==> config.mk <==
export PLATFORM = sky130hd
export DESIGN_NAME = lcd1602_bus_engine_flat
export DESIGN_NICKNAME = d
export VERILOG_FILES = /design/src/rtl/lcd1602_bus_engine_if.sv /design/src/rtl/lcd1602_bus_engine.sv /design/src/flat_wrapper.sv
export SDC_FILE = /design/constraint.sdc
export NUM_CORES = 1
export LEC_CHECK = 0
export CAP_MARGIN = 40
export CORE_ASPECT_RATIO = 1.1
export CORE_MARGIN = 3
export CORE_UTILIZATION = 52
export CTS_CLUSTER_SIZE = 10
export DETAILED_ROUTE_END_ITERATION = 8
export PLACE_DENSITY = 0.78
export REMOVE_ABC_BUFFERS = 1
export SLEW_MARGIN = 10
export SYNTH_ARGS = -nofsm -noshare
export SYNTH_HDL_FRONTEND = slang
export SYNTH_SLANG_ARGS = --single-unit
==> constraint.sdc <==
create_clock -name in_clock -period 1.9 [get_ports in_clock]
set_input_delay 0.38 -clock in_clock [delete_from_list [all_inputs] [get_ports in_clock]]
set_output_delay 0.38 -clock in_clock [all_outputs]
set_load 0.02 [all_outputs]
==> src/rtl/lcd1602_bus_engine_if.sv <==
// Request/response handshake between the Z80 port logic and the LCD bus engine.
// The engine is the slave side; the CPU-facing glue is the master.
interface lcd1602_bus_engine_if;
   logic       req_valid;
   logic       req_ready;
   logic       req_rs;
   logic       req_rw;
   logic [7:0] req_data;
   logic       rsp_valid;
   logic [7:0] rsp_data;

   modport master (output req_valid, req_rs, req_rw, req_data,
                   input  req_ready, rsp_valid, rsp_data);
   modport slave  (input  req_valid, req_rs, req_rw, req_data,
                   output req_ready, rsp_valid, rsp_data);
endinterface

==> src/rtl/lcd1602_bus_engine.sv <==
// Timed HD44780 8-bit bus master: SETUP/EHI/HOLD strobe sequencing, bus reads and
// optional busy-flag polling after every write. All outputs are registered.
module lcd1602_bus_engine #(
   parameter int SETUP_CYC  = 2,
   parameter int EHIGH_CYC  = 5,
   parameter int HOLD_CYC   = 2,
   parameter int RECOV_CYC  = 4,
   parameter bit AUTO_BUSY  = 1'b1,
   parameter int POLL_LIMIT = 4096
) (
   input  logic                 in_clock,
   input  logic                 rst,
   lcd1602_bus_engine_if.slave  bus,
   output logic                 poll_err,
   output logic                 lcd_e,
   output logic                 lcd_rs,
   output logic                 lcd_rw,
   output logic [7:0]           lcd_d_out,
   output logic                 lcd_d_oe,
   input  logic [7:0]           lcd_d_in
);
   localparam int MAX_AB  = (SETUP_CYC > EHIGH_CYC) ? SETUP_CYC : EHIGH_CYC;
   localparam int MAX_CD  = (HOLD_CYC > RECOV_CYC) ? HOLD_CYC : RECOV_CYC;
   localparam int MAX_CYC = (MAX_AB > MAX_CD) ? MAX_AB : MAX_CD;
   localparam int PW      = $clog2(MAX_CYC + 1);
   localparam logic [PW-1:0] SETUP_LD = PW'(SETUP_CYC - 1);
   localparam logic [PW-1:0] EHIGH_LD = PW'(EHIGH_CYC - 1);
   localparam logic [PW-1:0] HOLD_LD  = PW'(HOLD_CYC - 1);
   localparam logic [PW-1:0] RECOV_LD = PW'(RECOV_CYC - 1);
   localparam logic [15:0]   LIMIT    = 16'(POLL_LIMIT);

   typedef enum logic [2:0] {
      IDLE  = 3'd0,
      SETUP = 3'd1,
      EHI   = 3'd2,
      HOLD  = 3'd3,
      RESP  = 3'd4,
      RECOV = 3'd5
   } state_t;

   state_t        state_r, state_s;
   logic [PW-1:0] phase_r, phase_s;
   logic          rs_r, rs_s, rw_r, rw_s;
   logic          poll_r, poll_s, again_r, again_s;
   logic [7:0]    d_r, d_s, samp_r, samp_s;
   logic [15:0]   cnt_r, cnt_s;
   logic          err_s, last_s, drive_s;

   // Next-state, phase counter and transaction bookkeeping.
   always_comb begin
      state_s = state_r;
      phase_s = phase_r;
      rs_s    = rs_r;
      rw_s    = rw_r;
      d_s     = d_r;
      poll_s  = poll_r;
      again_s = again_r;
      samp_s  = samp_r;
      cnt_s   = cnt_r;
      err_s   = poll_err;
      last_s  = (phase_r == PW'(0));
      case (state_r)
         IDLE: begin
            if (bus.req_valid) begin
               state_s = SETUP;
               phase_s = SETUP_LD;
               rs_s    = bus.req_rs;
               rw_s    = bus.req_rw;
               d_s     = bus.req_data;
               poll_s  = 1'b0;
               again_s = 1'b0;
               cnt_s   = 16'd0;
            end else begin
               state_s = IDLE;
            end
         end
         SETUP: begin
            if (last_s) begin
               state_s = EHI;
               phase_s = EHIGH_LD;
            end else begin
               phase_s = phase_r - PW'(1);
            end
         end
         EHI: begin
            if (last_s) begin
               state_s = HOLD;
               phase_s = HOLD_LD;
               samp_s  = rw_r ? lcd_d_in : samp_r;
            end else begin
               phase_s = phase_r - PW'(1);
            end
         end
         HOLD: begin
            if (!last_s) begin
               phase_s = phase_r - PW'(1);
            end else if (poll_r) begin
               state_s = RECOV;
               phase_s = RECOV_LD;
               // Out of poll budget with the panel still busy: give up, flag it.
               if (samp_r[7] && (cnt_r >= LIMIT)) begin
                  again_s = 1'b0;
                  err_s   = 1'b1;
               end else begin
                  again_s = samp_r[7];
               end
            end else if (rw_r) begin
               state_s = RESP;
            end else begin
               state_s = RECOV;
               phase_s = RECOV_LD;
               again_s = AUTO_BUSY;
            end
         end
         RESP: begin
            state_s = RECOV;
            phase_s = RECOV_LD;
         end
         RECOV: begin
            if (!last_s) begin
               phase_s = phase_r - PW'(1);
            end else if (again_r) begin
               state_s = SETUP;
               phase_s = SETUP_LD;
               poll_s  = 1'b1;
               rs_s    = 1'b0;
               rw_s    = 1'b1;
               again_s = 1'b0;
               cnt_s   = cnt_r + 16'd1;
            end else begin
               state_s = IDLE;
            end
         end
         default: begin
            state_s = IDLE;
         end
      endcase
      drive_s = (state_s == SETUP) || (state_s == EHI) || (state_s == HOLD);
   end

   // State register and registered bus/handshake outputs decoded from the next state.
   always_ff @(posedge in_clock) begin
      if (rst) begin
         state_r       <= IDLE;
         phase_r       <= PW'(0);
         rs_r          <= 1'b0;
         rw_r          <= 1'b1;
         d_r           <= 8'h00;
         poll_r        <= 1'b0;
         again_r       <= 1'b0;
         samp_r        <= 8'h00;
         cnt_r         <= 16'd0;
         poll_err      <= 1'b0;
         bus.req_ready <= 1'b1;
         bus.rsp_valid <= 1'b0;
         bus.rsp_data  <= 8'h00;
         lcd_e         <= 1'b0;
         lcd_rs        <= 1'b0;
         lcd_rw        <= 1'b1;
         lcd_d_out     <= 8'h00;
         lcd_d_oe      <= 1'b0;
      end else begin
         state_r       <= state_s;
         phase_r       <= phase_s;
         rs_r          <= rs_s;
         rw_r          <= rw_s;
         d_r           <= d_s;
         poll_r        <= poll_s;
         again_r       <= again_s;
         samp_r        <= samp_s;
         cnt_r         <= cnt_s;
         poll_err      <= err_s;
         bus.req_ready <= (state_s == IDLE);
         bus.rsp_valid <= (state_s == RESP);
         bus.rsp_data  <= (state_s == RESP) ? samp_r : bus.rsp_data;
         lcd_e         <= (state_s == EHI);
         lcd_rs        <= drive_s & rs_s;
         lcd_rw        <= ~drive_s | rw_s;
         lcd_d_oe      <= drive_s & ~rw_s;
         lcd_d_out     <= (drive_s & ~rw_s) ? d_s : 8'h00;
      end
   end
endmodule
==> src/flat_wrapper.sv <==
// flat-port wrapper written by rule: the top's interface ports become plain ports
module lcd1602_bus_engine_flat 
#(
   parameter int SETUP_CYC  = 2,
   parameter int EHIGH_CYC  = 5,
   parameter int HOLD_CYC   = 2,
   parameter int RECOV_CYC  = 4,
   parameter bit AUTO_BUSY  = 1'b1,
   parameter int POLL_LIMIT = 4096
)
  (in_clock, rst, poll_err, lcd_e, lcd_rs, lcd_rw, lcd_d_out, lcd_d_oe, lcd_d_in, bus_req_valid, bus_req_rs, bus_req_rw, bus_req_data, bus_req_ready, bus_rsp_valid, bus_rsp_data);
  lcd1602_bus_engine_if bus_i ();
  input  logic in_clock;
  input  logic rst;
  output logic poll_err;
  output logic lcd_e;
  output logic lcd_rs;
  output logic lcd_rw;
  output logic [7:0] lcd_d_out;
  output logic lcd_d_oe;
  input  logic [7:0] lcd_d_in;
  input wire logic [$bits(bus_i.req_valid)-1:0] bus_req_valid;
  input wire logic [$bits(bus_i.req_rs)-1:0] bus_req_rs;
  input wire logic [$bits(bus_i.req_rw)-1:0] bus_req_rw;
  input wire logic [$bits(bus_i.req_data)-1:0] bus_req_data;
  output wire logic [$bits(bus_i.req_ready)-1:0] bus_req_ready;
  output wire logic [$bits(bus_i.rsp_valid)-1:0] bus_rsp_valid;
  output wire logic [$bits(bus_i.rsp_data)-1:0] bus_rsp_data;
  assign bus_i.req_valid = bus_req_valid;
  assign bus_i.req_rs = bus_req_rs;
  assign bus_i.req_rw = bus_req_rw;
  assign bus_i.req_data = bus_req_data;
  assign bus_req_ready = bus_i.req_ready;
  assign bus_rsp_valid = bus_i.rsp_valid;
  assign bus_rsp_data = bus_i.rsp_data;
  lcd1602_bus_engine #(.SETUP_CYC(SETUP_CYC), .EHIGH_CYC(EHIGH_CYC), .HOLD_CYC(HOLD_CYC), .RECOV_CYC(RECOV_CYC), .AUTO_BUSY(AUTO_BUSY), .POLL_LIMIT(POLL_LIMIT)) u_core (.in_clock(in_clock), .rst(rst), .bus(bus_i), .poll_err(poll_err), .lcd_e(lcd_e), .lcd_rs(lcd_rs), .lcd_rw(lcd_rw), .lcd_d_out(lcd_d_out), .lcd_d_oe(lcd_d_oe), .lcd_d_in(lcd_d_in));
endmodule
* Word-level counts from Yosys, hierarchy flattened
Cells that the tools add are included.
Word-level totals: flip-flop bits (word level) 65, word-level logic and storage cells 100, output and inout port bits 23, bits of input ports 21
Cells by class: add/sub/neg operators 2, muxes and demuxes 42, bitwise gates (word level) 6, eq/ne operators 16, reduce and logical (&&, ||, !) cells 15, magnitude comparators 1
Operators with widths (number):
- $mux W16 | 3
- $mux W3 | 13
- $pmux W3 S6 | 2
- $pmux W16 S2 | 1
- $mux W1 | 17
- $add A16 B1 Y16 const B | 1
- $ge A16 B13 Y1 const B | 1
- $mux W8 | 2
- $eq A3 B2 Y1 const B | 4
- $reduce_and A4 Y1 | 3
- $eq A3 B3 Y1 const B | 3
- $logic_not A3 Y1 | 3
- $eq A3 B1 Y1 const B | 2
- $ne A2 B1 Y1 const B | 3
- $pmux W1 S2 | 3
- $reduce_bool A6 Y1 | 1
- $reduce_and A5 Y1 | 1
- $ne A4 B4 Y1 const B | 1
- $ne A3 B2 Y1 const B | 1
- $ne A3 B3 Y1 const B | 1
- $not A1 Y1 | 3
- $pmux W1 S3 | 1
- $reduce_and A3 Y1 | 1
- $reduce_bool A3 Y1 | 1
- 8 further kinds | 10

* Logic depth before layout (Yosys ltp)
Gate-level depths: netlist (run 1).
depth in word-level cells 10, depth in mapped cells 8, depth with buffers taken out 6

* Worst setup path after synthesis (run 1)
OpenSTA, ideal clock, no wires.
kind reg-to-reg, from reg u_core.cnt_r[0], to reg u_core.cnt_r[12], period minus slack after synthesis 1.683 ns, cell stages (with the launch flop) 7, required time 1.829 ns, arrival 1.612 ns, setup slack 0.217 ns, buffers on the path 0, library setup time 0.071 ns, path through dfxtp_1 > ha_1 > nand3_1 > nor2_1 > nand2_1 > or4_1 > a21oi_1
Between the ends: cells in the longest elaborated chain, start to end 4
Ends and longest elaborated chain:
- start: declaration | line lcd1602_bus_engine.sv:46 | logic [15:0] cnt_r, cnt_s;
- start signal: assignment | line lcd1602_bus_engine.sv:171 | cnt_r <= cnt_s;
- $add A16 B1 Y16 | line lcd1602_bus_engine.sv:129 | cnt_s = cnt_r + 16'd1;
- $mux W16 | line lcd1602_bus_engine.sv:122 | end else if (again_r) begin
- $mux W16 | line lcd1602_bus_engine.sv:120 | if (!last_s) begin
- $pmux W16 S2 | line lcd1602_bus_engine.sv:62 | case (state_r)
Every way passes these cells. The select of a mux whose other input is x is not followed. A chain may end at the register's enable or synchronous reset.

* Worst setup path in the final report (run 1)
from reg u_core.cnt_r[7], to reg u_core.cnt_r[15]
The elaborated chain is that of the path after synthesis.

==> metrics.log, run 1 <==
INFO  metric outcome = finished, final reports clean
INFO  metric critical_path_peak_fanout = 7
INFO  metric ys_seq_area_frac = 0.4830
INFO  metric critPathCaptureType = register
INFO  metric clock_insertion_delay_worst_skew = about 0.35 ns
INFO  metric dieArea = 6081 µm²
INFO  metric synth_cell_type_count = 44
INFO  metric slew_headroom = 0.6935
INFO  metric global_route.overflow_total = 0
INFO  metric final_cell_mix = dfxtp_1, nor2_1, clkdlybuf4s50_1, a21oi_1, nand2_1
INFO  metric most_common_flop_cell_mapped_by_yosys = dfxtp_1
INFO  metric register_area = between 1000 and 1500 µm²
INFO  metric grt_start_max_net_pins = 22
INFO  metric htreeDepth = 3
INFO  metric cts.root.buffer_cell = clkbuf_8
INFO  metric synth.avg_cell_area = 8.803 µm²
INFO  metric dp_hpwl = roughly 4300 µm
INFO  metric synth.cell_area = 2694 µm²
INFO  metric vdd_ir_drop_max = 0.7176 mV
INFO  metric finalPower = just over 4 mW
INFO  metric clock_tree_from_tritoncts = yes
INFO  metric final_core_util = 0.7279
INFO  metric gp_congestion = 0.8908
INFO  metric power.density = 1181 nW/µm²
INFO  metric power.net_switching = 1.392 mW
INFO  metric grt_first_pass_wirelength = 10900 µm
INFO  metric floorplan.die.height = between 80 and 90 µm
INFO  metric initial_core_util = 0.5595
INFO  metric yosysWarningCount = 0
INFO  metric vias_in_the_first_global_route = 2347
INFO  metric met3_wl = 324 µm
INFO  metric async_reset_ff_frac = 0
INFO  metric cts.clk_slew.worst_paths = 0.07 ns
INFO  metric number_of_enable_type_register_cells_in_the_synthesized_netlist = 0
INFO  metric pwr-share-clk = 0.291
INFO  metric critical_path_required = 2.17 ns
INFO  metric area_growth_syn_to_layout = 30.10%
INFO  metric place.port_buffers = 43
INFO  metric fraction_of_power_spent_switching_nets = 0.3364
INFO  metric multiInputGateArea = 1309 µm²
INFO  metric cts-root-to-sink-buffers = 2
INFO  metric cts.hold.buffers_added = 0
INFO  metric detailroute.via_count = 2346
INFO  metric post-route-min-period = between 1.5 and 2 ns
INFO  metric detailedRoute.firstIterationViolations = ~110
INFO  metric comb_power_share = 0.315
INFO  metric cts-buffers-inserted = 9
INFO  metric firstDrtPassIters = 4
INFO  metric fin_skew = 0.007241 ns
INFO  metric detailroute.wirelength.met2 = between 3000 and 4000 µm
INFO  metric cp_data_arrival_time = just over 2 ns
INFO  metric global_routing_usage_summed_across_all_routing_layers = 0.2393
INFO  metric worst-setup-path-type = reg2reg
INFO  metric clkSinkCount = 65
INFO  metric antenna_cells = 0
INFO  metric post-route-drc-count = 0
INFO  metric antenna_left = 0
INFO  metric intPower = about 2.7 mW
INFO  metric post_route_cells_drive_above_1_share = 0.1402
INFO  metric synthCells = 306
INFO  metric ctsResizeCount = 0
INFO  metric routed_via_count_divided_by_cell_count = roughly 5.5
INFO  metric core_region_area = 4815 µm²
INFO  metric wl_met1 = 2821 µm
INFO  metric antenna_found_initial = 0
INFO  metric max_cap_violations = 0
INFO  metric setup_violations = 0
INFO  metric hp-class = in2reg
INFO  metric highest_layer = met4
INFO  metric core.rowCount = 26
INFO  metric post-place-ws = -0.04631 ns
INFO  metric drv_slew = 0
INFO  metric seq_power_share = 0.394
INFO  metric routed_wire_length_per_instance = 14.95 µm
INFO  metric timing.fmax = roughly 570 MHz
INFO  metric fin_setup_tns = 0 ns
INFO  metric fillers = 370
INFO  metric report.final.hold_viol_count = 0
INFO  metric final_critical_path_setup_slack = 0.1322 ns
INFO  metric final.hold.worst_slack = 0.4461 ns
INFO  metric ios = 44
INFO  metric nNetsFinal = 389
INFO  metric layout.cells.most_common = dfxtp_1
INFO  metric flip_flop_and_latch_count_after_synthesis = between 60 and 70
INFO  metric p_leak = approximately 1.3 nW
INFO  metric cts_post_setup_buffers_inserted = 0
INFO  metric drt-total-wl = 6382 µm
INFO  metric worst_pin_slew = roughly 0.45 ns
INFO  metric critPathLaunchType = register
INFO  metric die_width = 74.63 µm
INFO  metric final_min_period_over_clock_period = 0.9304
==> registers in the layout, indices dropped and copies added, names as in the netlist, 3 cells and up <==
| signal | cells |
|---|---|
| u_core.phase_r | 3 |
| u_core.state_r | 3 |
| u_core.d_r | 8 |
| u_core.lcd_d_out | 8 |
| u_core.cnt_r | 16 |
| u_core.bus.rsp_data | 8 |
| u_core.samp_r | 8 |
==> layer usage <==
metal,up-vias,GRT usage
li1,1190,-
met1,1087,0.2932
met2,56,0.3866
met3,13,0.05753
met4,0,0.1263
met5,-,0
==> synthesized netlist by cell type (4+ instances only) <==
cell | count | area share
a21oi_1 | 28 | 0.052
dfxtp_1 | 65 | 0.48
nand2_1 | 25 | 0.035
nor2b_1 | 4 | 0.0093
inv_1 | 4 | 0.0056
or3_1 | 4 | 0.0093
and2_1 | 5 | 0.012
nor2_1 | 44 | 0.061
buf_2 | 8 | 0.015
clkbuf_1 | 9 | 0.013
o21ai_0 | 15 | 0.028
nand3_1 | 17 | 0.032
nor3_1 | 8 | 0.015
mux2i_1 | 19 | 0.071
a31oi_1 | 6 | 0.014
==> worst max-delay path, cell delays in order (launching register included) <==
cell	delay, ns
dfxtp_1	0.43
and3_1	0.28
and4_1	0.31
nand4_1	0.13
or3_1	0.35
a31oi_1	0.20
==> stage by stage <==
stage                     cells  area [µm²]
final                       427        3505
after floorplan             288        2613
after CTS                   427        3491
after global routing        427        3505
after detailed placement    411        3288
after global placement      411        3288
==> power by group through the flow <==
stage               Combinational (mW)  Clock [mW]  Sequential [mW]
floorplan                        0.715           0             1.71
global placement                  1.25           0             1.65
detailed placement                1.28           0             1.65
CTS                               1.28        1.22             1.63
global route                      1.44        1.27             1.65
finish                            1.30        1.20             1.63
==> path summary, 6_finish.rpt <==
check	end	slack, ns	start	cells after the start
hold reg to reg	u_core.bus.rsp_data[6]	0.46	u_core.bus.rsp_data[6]	2
setup / recovery	u_core.cnt_r[15]	0.13	u_core.cnt_r[7]	5
hold / removal	u_core.samp_r[3]	0.45	rst	2
setup reg to reg	u_core.cnt_r[15]	0.13	u_core.cnt_r[7]	5
==> layout make-up <==
type | count | area share
sequential | 65 | 0.3717
multi-input combinational | 219 | 0.3734
inverter | 4 | 0.004284
timing repair buffer | 67 | 0.1728
clock buffer | 9 | 0.03534
tap | 56 | 0.01999
clock inverter | 7 | 0.02249
==> kinds of logic (layout without fill, tap and decap cells) <==
kind of cell    Yosys count  in the layout  share of synthesized area
flops                    65             65                     0.4830
fa+ha+maj                 2              2                   0.009288
buf+inv                  22             87                    0.03576
mux                      19             19                    0.07060
compound gates           63             63                     0.1417
xor+xnor                  3              3                   0.009756
simple gates            132            132                     0.2499
No activity file was read; power rests on OpenSTA's default activity.
==> run 2: changes to the inputs <==
--- a/config.mk
+++ b/config.mk
@@ -8,9 +8,11 @@
 export CAP_MARGIN = 40
 export CORE_ASPECT_RATIO = 1.1
 export CORE_MARGIN = 3
-export CORE_UTILIZATION = 52
+export CORE_UTILIZATION = 62
 export CTS_CLUSTER_SIZE = 10
 export DETAILED_ROUTE_END_ITERATION = 8
+export DONT_BUFFER_PORTS = 1
+export HOLD_SLACK_MARGIN = 0.15
 export PLACE_DENSITY = 0.78
 export REMOVE_ABC_BUFFERS = 1
 export SLEW_MARGIN = 10
==> metrics.log, run 2 (same netlist as run 1, synthesis figures left out) <==
INFO  metric core_region_area = 4084 µm²
INFO  metric largest_register = u_core.cnt_r
INFO  metric post-route-drc-count = 0
INFO  metric antenna_found_initial = 0
INFO  metric critical_path.slowest_cell = or4b_4
INFO  metric final_cell_mix = dfxtp_1, nor2_1, a21oi_1, nand2_1
INFO  metric grt_first_pass_wirelength = 9466 µm
INFO  metric cts.clk_slew.worst_paths = 0.07 ns
INFO  metric setup_violations = 0
INFO  metric worst_pin_slew = ~0.49 ns
INFO  metric gp_congestion = 0.8263
INFO  metric firstDrtPassIters = 4
INFO  metric grt_start_max_net_pins = 52
INFO  metric timing.fmax = 547.9 MHz
INFO  metric post-route-min-period = 1.825 ns
INFO  metric power.density = 1334 nW/µm²
INFO  metric detailroute.via_count = 2222
INFO  metric layout.cells.most_common = dfxtp_1
INFO  metric critPathLaunchType = register
INFO  metric antenna_cells = 0
INFO  metric fin_skew = 0.005569 ns
INFO  metric clkSinkCount = 65
INFO  metric post_route_cells_drive_above_1_share = 0.1451
INFO  metric p_leak = between 1 and 1.5 nW
INFO  metric nNetsFinal = 342
INFO  metric holdPathEnd = u_core.rw_r
INFO  metric routed_via_count_divided_by_cell_count = 5.910
INFO  metric initial_core_util = 0.6596
INFO  metric outcome = finished, final reports clean
INFO  metric largest_reg_flops = 16
INFO  metric htreeDepth = 3
INFO  metric worst-setup-path-type = reg2reg
INFO  metric cts.root.buffer_cell = clkbuf_8
INFO  metric timing.hold.worst.start = rst
INFO  metric ios = 44
INFO  metric report.final.hold_viol_count = 0
INFO  metric dp_hpwl = roughly 3800 µm
INFO  metric multiInputGateArea = around 1300 µm²
INFO  metric final_core_util = 0.7540
INFO  metric timing.critical_path.buf_inv = 1
INFO  metric cp_data_arrival_time = 2.10 ns
INFO  metric global_route.overflow_total = 0
INFO  metric clock_tree_from_tritoncts = yes
INFO  metric area_growth_syn_to_layout = 14.31%
INFO  metric critical_path_peak_fanout = 6
INFO  metric drt-total-wl = roughly 5900 µm
INFO  metric final_min_period_over_clock_period = 0.9606
INFO  metric cts-buffers-inserted = 9
INFO  metric global_routing_usage_summed_across_all_routing_layers = 0.2481
INFO  metric vias_in_the_first_global_route = 2011
INFO  metric floorplan.die.height = approximately 75 µm
INFO  metric critPathCaptureType = register
INFO  metric register_area = between 1000 and 1500 µm²
INFO  metric worstRegToRegCells = 6
INFO  metric critical_path.reg2reg.endpoint = u_core.phase_r[1]
INFO  metric worst_path_max_stage_delay = 0.58 ns
INFO  metric fin_setup_tns = 0 ns
INFO  metric fillers = about 320
INFO  metric regToRegStartpoint = u_core.phase_r[2]
INFO  metric clock_insertion_delay_worst_skew = 0.34 ns
INFO  metric slew_headroom = 0.6690
INFO  metric routed_wire_length_per_instance = 15.71 µm
INFO  metric antenna_left = 0
INFO  metric die_width = 68.85 µm
INFO  metric cts-root-to-sink-buffers = 2
INFO  metric dieArea = 5173 µm²
INFO  metric detailedRoute.firstIterationViolations = between 150 and 200
INFO  metric hold_path_cell_cnt = 2
INFO  metric path_cells = or4b_4, buf_4, o21ai_4, o221ai_2, a21bo_1, a21oi_2
INFO  metric place.port_buffers = 0
INFO  metric critical_path_required = 2.18 ns
INFO  metric worst-r2r-setup-slack = 0.07 ns
INFO  metric finalPower = 4.109 mW
INFO  metric hp-class = in2reg
INFO  metric crit_family = compound AO/OA/AOI/OAI gates
INFO  metric vdd_ir_drop_max = about 0.89 mV
INFO  metric core.rowCount = 24
INFO  metric max_cap_violations = 0
INFO  metric drv_slew = 0
-- run 2: final cells by class --
| type | count | area share |
|---|---|---|
| Clock buffer | 10 | 0.04470 |
| Clock inverter | 6 | 0.02926 |
| Inverter | 4 | 0.004876 |
| Multi-Input combinational cell | 219 | 0.4246 |
| Sequential cell | 65 | 0.4226 |
| Tap cell | 52 | 0.02113 |
| Timing Repair Buffer | 20 | 0.05282 |
-- run 2: repair_timing --
| action | CTS | global route |
|---|---|---|
| hold endpoints to repair | 51 | 0 |
| setup endpoints to repair | 0 | 21 |
| buffers inserted | 0 | 0 |
| resized for setup | 0 | 4 |
| hold buffers | 1 | 0 |
-- run 2: power by group --
part	leakage [nW]	total, mW	internal [mW]	switching, mW
combinational	0.537	1.10	0.480	0.617
clock	0.113	1.32	0.779	0.545
sequential	0.527	1.69	1.52	0.168
total	1.18	4.11	2.78	1.33
-- run 2: through the flow --
stage | hold slack, ns | instance area [µm²] | instances | setup WS (ns)
2_1_floorplan | 0.4371 | 2613 | 288 | 0.03713
3_3_place_gp | 0.4489 | 2820 | 359 | 0.08592
3_5_place_dp | 0.4496 | 2820 | 359 | 0.04750
4_1_cts | 0.1614 | 3068 | 376 | 0.02773
5_1_grt | 0.1814 | 3079 | 376 | -0.00003264
6_report | 0.1714 | 3079 | 376 | 0.07485
-- run 2: metal layers --
metal / vias up / routed length, µm / global-route usage
met5: - / 0 / 0
met4: 0 / 68 / 0.08009
met3: 9 / 393 / 0.1134
met2: 63 / 2822 / 0.3750
met1: 1053 / 2621 / 0.3158
li1: 1097 / - / -
-- run 2: worst max-delay path by stage --
| stage | startpoint | endpoint | slack [ns] | cells after the start |
|---|---|---|---|---|
| floorplan | u_core.state_r[2] | u_core.cnt_r[9] | 0.04 | 5 |
| global placement | u_core.phase_r[2] | u_core.phase_r[2] | 0.09 | 6 |
| detailed placement | u_core.phase_r[2] | u_core.phase_r[1] | 0.05 | 6 |
| CTS | u_core.phase_r[2] | u_core.phase_r[1] | 0.03 | 6 |
| global route | u_core.phase_r[2] | u_core.phase_r[2] | -0.00003 | 6 |
| finish | u_core.phase_r[2] | u_core.phase_r[1] | 0.07 | 6 |
==> run 3: changes to the inputs <==
--- a/config.mk
+++ b/config.mk
@@ -13,9 +13,8 @@
 export DETAILED_ROUTE_END_ITERATION = 8
 export DONT_BUFFER_PORTS = 1
 export HOLD_SLACK_MARGIN = 0.15
-export PLACE_DENSITY = 0.78
+export PLACE_DENSITY = 0.81
 export REMOVE_ABC_BUFFERS = 1
-export SLEW_MARGIN = 10
 export SYNTH_ARGS = -nofsm -noshare
 export SYNTH_HDL_FRONTEND = slang
 export SYNTH_SLANG_ARGS = --single-unit
==> metrics.log, run 3 (same netlist as run 1, synthesis figures left out) <==
INFO  metric outcome = finished, final reports clean
INFO  metric core_region_area = 4084 µm²
INFO  metric global_routing_usage_summed_across_all_routing_layers = 0.2709
INFO  metric htreeDepth = 3
INFO  metric clock_tree_from_tritoncts = yes
INFO  metric detailroute.via_count = ~2300
INFO  metric setup_violations = 0
INFO  metric floorplan.die.height = 75.14 µm
INFO  metric fin_setup_tns = 0 ns
INFO  metric worst_pin_slew = ~0.68 ns
INFO  metric report.final.hold_viol_count = 0
INFO  metric max_cap_violations = 0
INFO  metric ios = 44
INFO  metric critical_path_peak_fanout = 11
INFO  metric initial_core_util = 0.6596
INFO  metric area_growth_syn_to_layout = 15.37%
INFO  metric seq_power_share = 0.406
INFO  metric nNetsFinal = 342
INFO  metric vias_in_the_first_global_route = 2175
INFO  metric dieArea = 5173 µm²
INFO  metric largest_reg_flops = 16
INFO  metric final_min_period_over_clock_period = 0.9609
INFO  metric p_leak = 1.184 nW
INFO  metric firstDrtPassIters = 4
INFO  metric fin_skew = 0.01112 ns
INFO  metric comb_power_share = 0.257
INFO  metric setup_repair_after_global_routing_missed_its_margin = yes
INFO  metric antenna_cells = 0
INFO  metric die_width = roughly 69 µm
INFO  metric layout.cells.most_common = dfxtp_1
INFO  metric clock_insertion_delay_worst_skew = between 0.3 and 0.4 ns
INFO  metric power.net_switching = 1.332 mW
INFO  metric vdd_ir_drop_max = 0.8337 mV
INFO  metric fillers = around 310
INFO  metric cp_data_arrival_time = 2.09 ns
INFO  metric antenna_left = 0
INFO  metric worst-setup-path-type = reg2reg
INFO  metric hp-class = in2reg
INFO  metric dp_hpwl = around 3900 µm
INFO  metric place.port_buffers = 0
INFO  metric cts.root.buffer_cell = clkbuf_8
INFO  metric cts-buffers-inserted = 9
INFO  metric grt_first_pass_wirelength = 10180 µm
INFO  metric core.rowCount = 24
INFO  metric critPathLaunchType = register
INFO  metric global_route.overflow_total = 0
INFO  metric final.hold.worst_slack = 0.1706 ns
INFO  metric final_design_area_no_fill = 3108 µm²
INFO  metric dpl_cell_area = 2820 µm²
INFO  metric critical_path_required = around 2.2 ns
INFO  metric gp_congestion = 0.9222
INFO  metric intPower = 2.872 mW
INFO  metric routed_via_count_divided_by_cell_count = 6.090
INFO  metric grt_start_max_net_pins = 52
INFO  metric antenna_found_initial = 0
INFO  metric cts_post_setup_buffers_inserted = 0
INFO  metric cts.clk_slew.worst_paths = 0.07 ns
INFO  metric pwr-share-clk = 0.338
INFO  metric critPathCaptureType = register
INFO  metric cts-root-to-sink-buffers = 2
INFO  metric routed_wire_length_per_instance = 16.71 µm
INFO  metric final_core_util = 0.7610
INFO  metric post_route_cells_drive_above_1_share = 0.1451
INFO  metric post-route-drc-count = 0
INFO  metric largest_register = u_core.cnt_r
INFO  metric slew_headroom = 0.5434
INFO  metric clkSinkCount = 65
INFO  metric timing.fmax = 547.7 MHz
INFO  metric finalPower = about 4.2 mW
INFO  metric drv_slew = 0
INFO  metric power.density = 1353 nW/µm²
INFO  metric final_cell_mix = dfxtp_1, nor2_1, a21oi_1, nand2_1
INFO  metric post-route-min-period = 1.826 ns
INFO  metric fraction_of_power_spent_switching_nets = 0.3167
INFO  metric drt-total-wl = approximately 6300 µm
INFO  metric detailedRoute.firstIterationViolations = roughly 250
run 3: worst paths after layout:
| kind | slack (ns) | cells after the start | startpoint | to |
|---|---|---|---|---|
| setup reg to reg | 0.07 | 6 | u_core.state_r[0] | u_core.cnt_r[13] |
| hold reg to reg | 0.47 | 2 | u_core.samp_r[4] | u_core.bus.rsp_data[4] |
| setup / recovery | 0.07 | 6 | u_core.state_r[0] | u_core.cnt_r[13] |
| hold / removal | 0.17 | 2 | rst | u_core.rw_r |
run 3: worst max-delay path, stage by stage, from the launching register on:
cell and delay [ns]:
dfxtp_1 0.38, buf_4 0.17, nor3_1 0.07, and2_1 0.21, nor2_1 0.55, o21ai_0 0.19, a21oi_1 0.19
run 3: timing repair:
item	in CTS	in global routing
resized for setup	0	5
endpoints found under the setup margin	0	13
hold endpoints to repair	51	0
hold buffers	1	0
run 3: cell type report:
| type | count | area [µm²] | share of cell area |
|---|---|---|---|
| Multi-Input combinational cell | 219 | 1319 | 0.4243 |
| Sequential cell | 65 | 1303 | 0.4191 |
| Timing Repair Buffer | 20 | 162.7 | 0.05233 |
| Clock buffer | 10 | 127.6 | 0.04106 |
| Clock inverter | 6 | 116.4 | 0.03744 |
| Tap cell | 52 | 65.06 | 0.02093 |
| Inverter | 4 | 15.01 | 0.004831 |
run 3: power by group through the flow:
stage,sequential (mW),clock [mW],combinational [mW]
2_1_floorplan,1.71,0,0.715
3_3_place_gp,1.72,0,0.989
3_5_place_dp,1.72,0,1.01
4_1_cts,1.70,1.43,1.04
5_1_grt,1.72,1.49,1.20
6_report,1.70,1.42,1.08
run 3: through the flow:
| step | instances | worst slack (ns) |
|---|---|---|
| after floorplan | 288 | 0.03713 |
| after global placement | 359 | 0.1075 |
| after detailed placement | 359 | 0.07240 |
| after CTS | 376 | 0.03707 |
| after global routing | 376 | -0.07378 |
| final | 376 | 0.07426 |
run 3: routing by layer:
metal  track usage  wire length (µm)  up-vias
met5             0                 0        -
met2        0.4269              3084       79
met4        0.1645               146        0
met1        0.3221              2594     1091
met3       0.08209               457       17
li1              -                 -     1103
